[src/rtl/adder_pkg.sv]
// adder_pkg: shared mode encoding and result record for the add/sub/accumulate datapath
package adder_pkg;
  localparam int MAX_WIDTH = 64;
  typedef enum logic [1:0] {
    MODE_ADD  = 2'b00,
    MODE_SUB  = 2'b01,
    MODE_ACC  = 2'b10,
    MODE_LOAD = 2'b11
  } mode_e;
  typedef struct packed {
    logic [MAX_WIDTH-1:0] sum;
    logic                 carry;
    logic                 ovf;
  } res_t;
endpackage

[src/rtl/adder_core.sv]
// adder_core: combinational add/sub/accumulate/load with flags; ADDER_ACC_SAT_EN enables signed saturation
module adder_core
  import adder_pkg::*;
#(
  parameter int WIDTH = 8
) (
  input  mode_e             mode_i,
  input  logic [WIDTH-1:0]  a_i,
  input  logic [WIDTH-1:0]  b_i,
  input  logic [WIDTH-1:0]  acc_i,
  output res_t              res_o
);
  logic [WIDTH-1:0] opa;
  logic [WIDTH-1:0] opb;
  logic [WIDTH:0]   raw;
  logic             ovf;
  // ACC adds the operand onto the accumulator, so the accumulator plays the role of A
  always_comb begin
    opa = (mode_i == MODE_ACC) ? acc_i : a_i;
    opb = (mode_i == MODE_ACC) ? a_i : b_i;
    raw = (mode_i == MODE_SUB) ? {1'b0, opa} - {1'b0, opb} : {1'b0, opa} + {1'b0, opb};
    ovf = ((mode_i == MODE_SUB) ? (opa[WIDTH-1] != opb[WIDTH-1]) : (opa[WIDTH-1] == opb[WIDTH-1]))
          && (raw[WIDTH-1] != opa[WIDTH-1]);
  end
  // flags always come from the unsaturated result; LOAD passes A through with clear flags
  always_comb begin
    res_o = '0;
    if (mode_i == MODE_LOAD) begin
      res_o.sum[WIDTH-1:0] = a_i;
    end else begin
      res_o.sum[WIDTH-1:0] = raw[WIDTH-1:0];
      res_o.carry          = raw[WIDTH];
      res_o.ovf            = ovf;
`ifdef ADDER_ACC_SAT_EN
      if (ovf)
        res_o.sum[WIDTH-1:0] = opa[WIDTH-1] ? {1'b1, {(WIDTH-1){1'b0}}} : {1'b0, {(WIDTH-1){1'b1}}};
`endif
    end
  end
endmodule

[src/rtl/adder_acc_pipe.sv]
// adder_acc_pipe: two-stage valid/ready add/sub/accumulate pipeline (optional saturation via ADDER_ACC_SAT_EN)
module adder_acc_pipe
  import adder_pkg::*;
#(
  parameter int WIDTH = 8
) (
  input  logic             iclk,
  input  logic             irst_n,
  input  logic             in_valid,
  output logic             in_ready,
  input  logic [1:0]       in_mode,
  input  logic [WIDTH-1:0] in_a,
  input  logic [WIDTH-1:0] in_b,
  output logic             out_valid,
  input  logic             out_ready,
  output logic [WIDTH-1:0] out_sum,
  output logic             out_carry,
  output logic             out_ovf
);
  logic             s1_valid_q, s1_valid_d;
  logic [WIDTH-1:0] a_q, a_d;
  logic [WIDTH-1:0] b_q, b_d;
  mode_e            mode_q, mode_d;
  logic             out_valid_q, out_valid_d;
  logic [WIDTH-1:0] sum_q, sum_d;
  logic             carry_q, carry_d;
  logic             ovf_q, ovf_d;
  logic [WIDTH-1:0] acc_q, acc_d;
  logic             s2_load;
  logic             in_fire;
  res_t             res;

  adder_core #(.WIDTH(WIDTH)) u_core (
    .mode_i (mode_q),
    .a_i    (a_q),
    .b_i    (b_q),
    .acc_i  (acc_q),
    .res_o  (res)
  );

  if (WIDTH < MAX_WIDTH) begin : g_pad
    logic unused_hi;
    assign unused_hi = ^res.sum[MAX_WIDTH-1:WIDTH];
  end

  assign s2_load   = s1_valid_q && (!out_valid_q || out_ready);
  assign in_ready  = !s1_valid_q || s2_load;
  assign in_fire   = in_valid && in_ready;
  assign out_valid = out_valid_q;
  assign out_sum   = sum_q;
  assign out_carry = carry_q;
  assign out_ovf   = ovf_q;

  // next state: stage 1 captures operands, stage 2 captures the result and retires on a consumer accept
  always_comb begin
    s1_valid_d  = in_fire ? 1'b1 : (s2_load ? 1'b0 : s1_valid_q);
    a_d         = in_fire ? in_a : a_q;
    b_d         = in_fire ? in_b : b_q;
    mode_d      = in_fire ? mode_e'(in_mode) : mode_q;
    out_valid_d = s2_load ? 1'b1 : (out_ready ? 1'b0 : out_valid_q);
    sum_d       = s2_load ? res.sum[WIDTH-1:0] : sum_q;
    carry_d     = s2_load ? res.carry : carry_q;
    ovf_d       = s2_load ? res.ovf : ovf_q;
    acc_d       = (s2_load && (mode_q == MODE_ACC || mode_q == MODE_LOAD)) ? res.sum[WIDTH-1:0] : acc_q;
  end

  // pipeline and accumulator registers; reset discards in-flight beats and clears acc
  always_ff @(posedge iclk or negedge irst_n) begin
    if (!irst_n) begin
      s1_valid_q  <= 1'b0;
      a_q         <= '0;
      b_q         <= '0;
      mode_q      <= MODE_ADD;
      out_valid_q <= 1'b0;
      sum_q       <= '0;
      carry_q     <= 1'b0;
      ovf_q       <= 1'b0;
      acc_q       <= '0;
    end else begin
      s1_valid_q  <= s1_valid_d;
      a_q         <= a_d;
      b_q         <= b_d;
      mode_q      <= mode_d;
      out_valid_q <= out_valid_d;
      sum_q       <= sum_d;
      carry_q     <= carry_d;
      ovf_q       <= ovf_d;
      acc_q       <= acc_d;
    end
  end
endmodule
[config.mk]
export PLATFORM = sky130hd
export DESIGN_NAME = adder_acc_pipe
export DESIGN_NICKNAME = d
export VERILOG_FILES = /design/src/rtl/adder_pkg.sv /design/src/rtl/adder_core.sv /design/src/rtl/adder_acc_pipe.sv
export SDC_FILE = /design/constraint.sdc
export NUM_CORES = 1
export LEC_CHECK = 0
export ABC_CLOCK_PERIOD_IN_PS = 3700
export CORE_AREA = 2 2 56 98
export DETAILED_ROUTE_END_ITERATION = 10
export DIE_AREA = 0 0 58 100
export PLACE_DENSITY = 0.72
export RECOVER_POWER = 100
export SLEW_MARGIN = 20
export SYNTH_ARGS = -nofsm -noshare
export SYNTH_HDL_FRONTEND = slang
export SYNTH_SLANG_ARGS = --single-unit
export TNS_END_PERCENT = 100
[constraint.sdc]
create_clock -name iclk -period 3.7 [get_ports iclk]
set_input_delay 0.37 -clock iclk [delete_from_list [all_inputs] [get_ports iclk]]
set_output_delay 0.37 -clock iclk [all_outputs]
set_load 0.005 [all_outputs]
==> run metrics <==
RePlAce Congestion=0.854; worst min path class=reg2reg; Post-synth EDFFs=0; routed wire length=5160 µm; final non-filler cell total=347; Synth Register Bits=38; Mapped Area=2450 µm²; gr ovfl total=0; WHS Path Cells=2; Power Dens Cells=650 nW/µm²; CTS buffer count=5; I/O Buffers=33; number of fill cells in the layout=490; 1st-iter DRT viols=42; most common cell in the synthesized netlist=dfrtp_1; synth cell count leaders=dfrtp_1 (38), mux2_2 (30), nand2_1 (30); launch instance of the worst register-to-register path=mode_q[1]; Syn Area/Cell=9.53 µm²; DRC viols=0; critical path type=reg2reg; failing checks=capacitance limit, slew limit; Ports=34; FF-to-FF setup slack=0.31 ns; Initial Util=0.482; pin count of the biggest net entering global routing=39; Max Cap Viol=1; # H-tree levels=2; Slew HR=-0.329; clk_skew=0.00350 ns; max-slew violations=39; Distinct cells, synth=42; total number of yosys warnings=0; fin nets=322; Leakage Power=1.24 nW; Yosys top cell area share=0.388; CORE AREA=5080 µm²; Hold Fails Final Rpt=0; Final Setup Violations=0; Vias/cell=5.78; Synth Instances=257; clock tree buffer depth=2; Hold Startpoint=out_sum[0]; vias in the first global route=1837; Crit Reg-Reg Endpoint=out_carry; share of cells above drive strength 1=0.154; Post-DRT Antenna Nets=0; fin crit period=3.39 ns; DP HPWL=4020 µm; critical path peak fanout=11; gr usage total=0.193; die area=5800 µm²; crit share post-route=0.916; syn_nets=288; antenna fix cells=0; Rows=35; VDD IR-drop max=0.401 mV; dpl cells=339; cell taking the most area after synthesis=dfrtp_1; CP arrival=3.58 ns; CTS root buf=clkbuf_8; startpoint types=flip-flop; CTS Sinks=38; Seq/Total Area, Yosys=0.388; initial antenna violation count=0; setup TNS=0 ns; Data required, critical path=3.89 ns; status=complete, but fails checks; Async SR Flop Fraction=1.00; RSZ-0062 raised after global routing=false; TritonCTS clock tree=built; worst min-delay path endpoint=out_sum[0]; top cells by area, synth=dfrtp_1 (39%), mux2_2 (14%), o21ai_0 (5.1%), nand2_1 (4.6%), ha_1 (4.1%); worst slew pin tran=1.99 ns; Setup Buffers After CTS=0; post-DR wirelength/cell=14.9 µm; first-pass GRT wire length=8590 µm; Clock transition at path regs=0.07 ns; vias=2006; Max Fclk=295 MHz; P&R area growth vs syn=20.1%; Die Span Y=100 µm; Die W=58 µm; cell count of the worst reg-to-reg path=11; critical path capture point type=flip-flop; most used flip-flop cell after synthesis=dfrtp_1; drt pass-1 iters=4; Clock Latency Late Sink=0.30 ns
final cells by class:
cell class / instances / area (µm²) / share of cell area
tap: 55 / 68.8 / 0.0234
multi-input combinational: 203 / 1440 / 0.488
timing repair buffer: 38 / 362 / 0.123
clock buffer: 7 / 76.3 / 0.0259
clock inverter: 1 / 30.0 / 0.0102
inverter: 5 / 18.8 / 0.00638
sequential: 38 / 951 / 0.323
stage by stage:
step / setup slack (ns) / utilization / hold slack, ns / power [mW] / area (µm²)
after CTS: 0.188 / 0.578 / 0.212 / 1.94 / 2940
after global placement: 0.277 / 0.557 / 0.459 / 1.57 / 2830
final: 0.310 / 0.579 / 0.469 / 1.91 / 2940
after global routing: 0.0700 / 0.579 / 0.503 / 2.06 / 2940
after floorplan: 0.454 / - / 0.0744 / 1.29 / 2450
after detailed placement: 0.204 / 0.557 / 0.465 / 1.59 / 2830
registers in the layout, indices dropped and copies added, names as in the netlist:
register	count
out_valid	1
b_q	8
out_sum	8
out_ovf	1
acc_q	8
a_q	8
s1_valid_q	1
out_carry	1
mode_q	2
how the worst max path moves through the flow:
stage,slack (ns),endpoint,cells past startpoint,from
after global routing,0.07,out_carry,12,mode_q[1]
after floorplan,0.45,out_carry,11,mode_q[0]
after detailed placement,0.20,out_carry,11,mode_q[1]
after global placement,0.28,out_carry,11,mode_q[1]
after CTS,0.19,out_carry,11,mode_q[1]
final,0.31,out_carry,11,mode_q[1]
timing repair:
item	in CTS	in global routing
endpoints found under the setup margin	0	1
resized for setup	0	1
hold buffers	0	0
layout by cell type (no fill, tap or decap), types with 8 or more instances in the layout:
cell type | synthesis | final
a21oi_1 | 8 | 8
o21ai_0 | 25 | 25
dlygate4sd3_1 | 0 | 13
mux2_2 | 30 | 30
mux2i_1 | 10 | 10
ha_1 | 8 | 8
nor2_1 | 24 | 24
dfrtp_1 | 38 | 38
nand2_1 | 30 | 30
clkdlybuf4s50_1 | 0 | 19
where the power goes:
group,switching [mW],internal [mW],leakage [nW]
logic,0.465,0.461,0.736
registers,0.0959,0.540,0.449
clock network,0.148,0.202,0.0524
total,0.709,1.20,1.24
layer usage:
| layer | track usage | share of wire | vias to the layer above |
|---|---|---|---|
| li1 | - | - | 1001 |
| met1 | 0.223 | 0.40 | 955 |
| met2 | 0.338 | 0.55 | 40 |
| met3 | 0.0271 | 0.026 | 10 |
| met4 | 0.0966 | 0.028 | 0 |
| met5 | 0 | 0 | - |
critical path, cell delays in order (launching register included):
cell	delay [ns]
dfrtp_1	0.51
nor2b_4	0.38
mux2_2	0.40
o31a_1	0.33
nor2_1	0.15
xnor2_1	0.09
ha_1	0.36
nand2_1	0.07
o21ai_0	0.13
o21ai_0	0.13
or4_1	0.48
a32o_1	0.25
cells by family after synthesis:
kind of cell,after synthesis,synth area share
flip-flops,38,0.388
XOR/XNOR,7,0.0250
AO/OA/AOI/OAI,65,0.172
buffers and inverters,16,0.0276
adder cells (fa/ha/maj),10,0.0531
AND/OR/NAND/NOR,81,0.155
multiplexers,40,0.179
Note: power is estimated with default switching activity, not from simulation.
